[config.mk]
export PLATFORM = sky130hd
export DESIGN_NAME = alu_operand_stage
export DESIGN_NICKNAME = d
export VERILOG_FILES = /design/src/rtl/alu_operand_stage.sv
export SDC_FILE = /design/constraint.sdc
export NUM_CORES = 1
export LEC_CHECK = 0
export CAP_MARGIN = 10
export CORE_MARGIN = 3
export CORE_UTILIZATION = 41
export CTS_CLUSTER_DIAMETER = 120
export DETAILED_ROUTE_END_ITERATION = 10
export PLACE_DENSITY = 0.82
export SLEW_MARGIN = 20
export SYNTH_ARGS = -nofsm -noshare
export SYNTH_HDL_FRONTEND = slang
export SYNTH_SLANG_ARGS = --single-unit
[constraint.sdc]
create_clock -name clk -period 2.9 [get_ports clk]
set_clock_uncertainty 0.15 [all_clocks]
set_input_delay 0.58 -clock clk [delete_from_list [all_inputs] [get_ports clk]]
set_output_delay 0.58 -clock clk [all_outputs]
set_load 0.02 [all_outputs]
[src/rtl/alu_operand_stage.sv]
// Decode/execute pipeline register ahead of the ALU: resolves operand hazards by
// forwarding from EX/MEM and MEM/WB, selects immediate for B, and supports stall/flush.
module alu_operand_stage #(
    parameter int N  = 32,
    parameter int RW = 4
) (
    input  logic          clk,
    input  logic          rst,
    input  logic          stall,
    input  logic          flush,
    input  logic          id_valid,
    input  logic [5:0]    id_alu_ctrl,
    input  logic [RW-1:0] id_rs1,
    input  logic [RW-1:0] id_rs2,
    input  logic [RW-1:0] id_rd,
    input  logic          id_reg_write,
    input  logic          id_use_imm,
    input  logic [N-1:0]  id_rf_a,
    input  logic [N-1:0]  id_rf_b,
    input  logic [N-1:0]  id_imm,
    input  logic          exm_valid,
    input  logic          exm_reg_write,
    input  logic [RW-1:0] exm_rd,
    input  logic [N-1:0]  exm_result,
    input  logic          mwb_valid,
    input  logic          mwb_reg_write,
    input  logic [RW-1:0] mwb_rd,
    input  logic [N-1:0]  mwb_result,
    output logic          ex_valid,
    output logic [5:0]    alu_ctrl,
    output logic [N-1:0]  src_A,
    output logic [N-1:0]  src_B,
    output logic [RW-1:0] ex_rd,
    output logic          ex_reg_write,
    output logic          illegal_op
);

    // The younger producer (EX/MEM) wins; register 0 always reads the register file.
    function automatic logic [N-1:0] fwd_operand(
        input logic [RW-1:0] rs,
        input logic [N-1:0]  rf_val,
        input logic          exm_wr,
        input logic [RW-1:0] exm_dst,
        input logic [N-1:0]  exm_val,
        input logic          mwb_wr,
        input logic [RW-1:0] mwb_dst,
        input logic [N-1:0]  mwb_val
    );
        logic [N-1:0] res;
        res = rf_val;
        if (rs != '0) begin
            if (exm_wr && exm_dst == rs)
                res = exm_val;
            else if (mwb_wr && mwb_dst == rs)
                res = mwb_val;
        end
        return res;
    endfunction

    function automatic logic is_legal(input logic [5:0] code);
        logic ok;
        case (code)
            6'd1, 6'd2, 6'd3, 6'd4, 6'd9, 6'd10, 6'd11, 6'd12: ok = 1'b1;
            default:                                             ok = 1'b0;
        endcase
        return ok;
    endfunction

    logic          exm_wr_p0;
    logic          mwb_wr_p0;
    logic          legal_p0;
    logic [N-1:0]  src_a_p0;
    logic [N-1:0]  src_b_p0;

    // Decode-side stage: operand resolution before the ID/EX register
    always_comb begin
        exm_wr_p0 = exm_valid & exm_reg_write;
        mwb_wr_p0 = mwb_valid & mwb_reg_write;
        legal_p0  = is_legal(id_alu_ctrl);
        src_a_p0  = fwd_operand(id_rs1, id_rf_a, exm_wr_p0, exm_rd, exm_result,
                                mwb_wr_p0, mwb_rd, mwb_result);
        if (id_use_imm)
            src_b_p0 = id_imm;
        else
            src_b_p0 = fwd_operand(id_rs2, id_rf_b, exm_wr_p0, exm_rd, exm_result,
                                   mwb_wr_p0, mwb_rd, mwb_result);
    end

    // ID/EX register boundary
    always_ff @(posedge clk or posedge rst) begin
        if (rst) begin
            ex_valid     <= 1'b0;
            alu_ctrl     <= '0;
            src_A        <= '0;
            src_B        <= '0;
            ex_rd        <= '0;
            ex_reg_write <= 1'b0;
            illegal_op   <= 1'b0;
        end else if (flush || (!stall && !id_valid)) begin
            ex_valid     <= 1'b0;
            alu_ctrl     <= '0;
            src_A        <= '0;
            src_B        <= '0;
            ex_rd        <= '0;
            ex_reg_write <= 1'b0;
            illegal_op   <= 1'b0;
        end else if (!stall) begin
            ex_valid     <= 1'b1;
            alu_ctrl     <= legal_p0 ? id_alu_ctrl : 6'd0;
            src_A        <= src_a_p0;
            src_B        <= src_b_p0;
            ex_rd        <= id_rd;
            ex_reg_write <= id_reg_write & legal_p0;
            illegal_op   <= ~legal_p0;
        end
    end

endmodule
==> results.toml <==
[grt]
grt_pass1_vias = 6455
grt_max_degree = 78
grt_pass1_wl_mm = 35.4
grt_overflow = 0
grt_usage_pct = 31.2
antenna_found_initial = 0

[logic_synthesis]
syn_inst = 581
syn_area_per_cell_um2 = 9.15
synth_nets = 778
ys_seq_elements = 77
syn_area_mm2 = 0.00532
synth_cell_types = 38
yosysWarnings = 0
seq_area_frac_synth_pct = 36.3

[layout]
drive_above_1_share_pct = 9.94
diodes = 0
synthToLayoutAreaGrowth_pct = 63.1
final_nets = 1028
fillers = 945
final_cell_area_mm2 = 0.00867
final_util_pct = 70.1

[timing]
rsz0062_at_grt = "false"
fin_crit_ps = 2440
finalHoldViolCount = 0
relSlewSlack_pct = 68.0
final.setup.tns_ps = 0
fin_crit_sh_pct = 84.2
tightest_slew_ps = 480
fmax_ghz = 0.409
finalSetupViolCount = 0
whs_ps = 338
slew_viol_final = 0

[detailed_routing]
wl_met2_mm = 11.5
first_pass_iters = 6
wl_met3_mm = 2.41
num_vias = 6305
finalWirelength_mm = 23.0
drc = 0
m1WireLength_mm = 8.34
wl_per_cell_um = 23.0
drt_iter0_drc = 791
route.top_layer_used = "met4"
ant_nets = 0
vias_per_cell = 6.29

[critical_path]
endpoint_kind = "flip-flop"
cp_max_fo = 31
critPathLaunchType = "input pin"
critPathKind = "in -> reg"
worst_ep_arrival_time_ps = 2540
worstPathRequired_ps = 3000

[cts]
clkLatencyLatePin_ps = 330
clk_transition_reported_paths_ps = 60
cts_tree = "done"
htree_levels = 3
clockBufferDepth = 2
cts_setup_buffers = 0
cts-resized-gates = 0
cts_made_buffers = 9
ctsRootBufferMaster = "clkbuf_16"
cts_sinks = 77
hold_buffers = 0

[power_and_ir_drop]
p_leak_nw = 3.67
total_power_mw = 3.33
p_per_area_mw_per_mm2 = 385
max-vdd-ir-drop_uv = 228

[placed_design]
io_buffers = 273
place_hpwl_mm = 16.1
dpl-instance-area_mm2 = 0.00832
gp_congestion = 0.959

[floorplanning]
die_h_um = 120
fp-row-count = 40
start_util_pct = 43.0
die_area_mm2 = 0.0144
ioPinCount = 274
die_w_um = 120
core_mm2 = 0.0124

[worst_hold_path]
min_path_type = "reg -> reg"

[run_status]
status = "complete, no violations"

[run]
maxCapViolCount = 0
==> worst max-delay path, cell delays in order <==
cell and delay (ps):
clkdlybuf4s50_1 480, xor2_1 210, nor3_2 220, a22oi_1 140
or3b_2 500, buf_12 220, o221ai_1 180
==> cell usage after synthesis, drive strengths merged <==
master	n	area, um^2
dfrtp	77	1930
nand2	68	255
o221ai	63	739
o21ai	62	310
a22oi	61	458
clkbuf	39	146
and3	36	225
mux2i	33	330
a211oi	32	240
inv	32	120
buf	18	110
xor2	10	87.6
a22o	8	70.1
a21oi	7	35.0
xnor2	7	61.3
nor3	5	40.0
nand3	4	20.0
nor2	4	17.5
and2	2	12.5
nor4	2	18.8
a32o	1	10.0
and4	1	8.76
clkinv	1	3.75
nand2b	1	13.8
nand4	1	6.26
nor2b	1	6.26
o21bai	1	7.51
o31ai	1	7.51
or2	1	6.26
or3b	1	8.76
or4	1	11.3
==> per-layer routing <==
layer	vias to the layer above	GRT usage, %
met2	496	53.8
li1	2736	-
met1	2993	37.6
met5	-	0
met4	0	13.7
met3	80	6.36
==> per-stage QoR <==
step / setup WS [ps] / std cells
2_1_floorplan: 203 / 581
3_3_place_gp: 169 / 988
3_5_place_dp: 122 / 988
4_1_cts: 466 / 1003
5_1_grt: 335 / 1003
6_report: 457 / 1003
==> layout by cell type (no fill, tap or decap), types with 7 or more instances in the layout <==
cell / n
clkdlybuf4s50_1: 272
dfrtp_1: 77
nand2_1: 66
a22oi_1: 61
o21ai_0: 51
and3_1: 36
mux2i_1: 33
o221ai_1: 33
a211oi_1: 32
inv_1: 31
o221ai_2: 30
buf_4: 14
o21ai_1: 11
xor2_1: 10
clkbuf_16: 9
buf_12: 9
a22o_1: 8
xnor2_1: 7
a21oi_1: 7
==> path summary, 6_finish.rpt <==
check | startpoint | endpoint | slack, ps | depth (start not counted)
min in group asynchronous | rst | ex_rd[0] | 500 | 3
min reg2reg | alu_ctrl[4] | alu_ctrl[4] | 340 | 1
max reg2reg | src_B[15] | src_B[15] | 1870 | 2
max in group asynchronous | rst | src_A[11] | 1720 | 3
min | alu_ctrl[4] | alu_ctrl[4] | 340 | 1
max | id_rs1[3] | src_A[24] | 460 | 7
==> registers in the layout, indices dropped and copies added, names as in the netlist <==
signal / cells
ex_valid: 1
illegal_op: 1
ex_rd: 4
src_A: 32
ex_reg_write: 1
alu_ctrl: 6
src_B: 32
==> final cells by class <==
cell class	count	area, um^2	area share, %
Sequential cell	77	1930	22.2
Tap cell	168	210	2.42
Multi-Input combinational cell	414	3050	35.1
Clock inverter	4	95.1	1.10
Clock buffer	11	253	2.92
Timing Repair Buffer	296	3010	34.8
Inverter	33	125	1.44
==> logic make-up (layout without fill, tap and decap cells) <==
kind of cell | after synthesis | in the layout | share of synthesized area, %
AO/OA/AOI/OAI | 236 | 236 | 35.3
AND/OR/NAND/NOR | 128 | 128 | 12.2
buffers and inverters | 90 | 344 | 7.16
flip-flops | 77 | 77 | 36.3
multiplexers | 33 | 33 | 6.21
XOR/XNOR | 17 | 17 | 2.80
==> power by group <==
part	internal, mW	switching, mW	total, mW	leakage [nW]
Combinational	0.446	0.409	0.855	2.45
Sequential	1.12	0.0333	1.16	1.05
Clock	0.882	0.440	1.32	0.172
Total	2.45	0.882	3.33	3.67
Power figures use the tool's default switching activity.
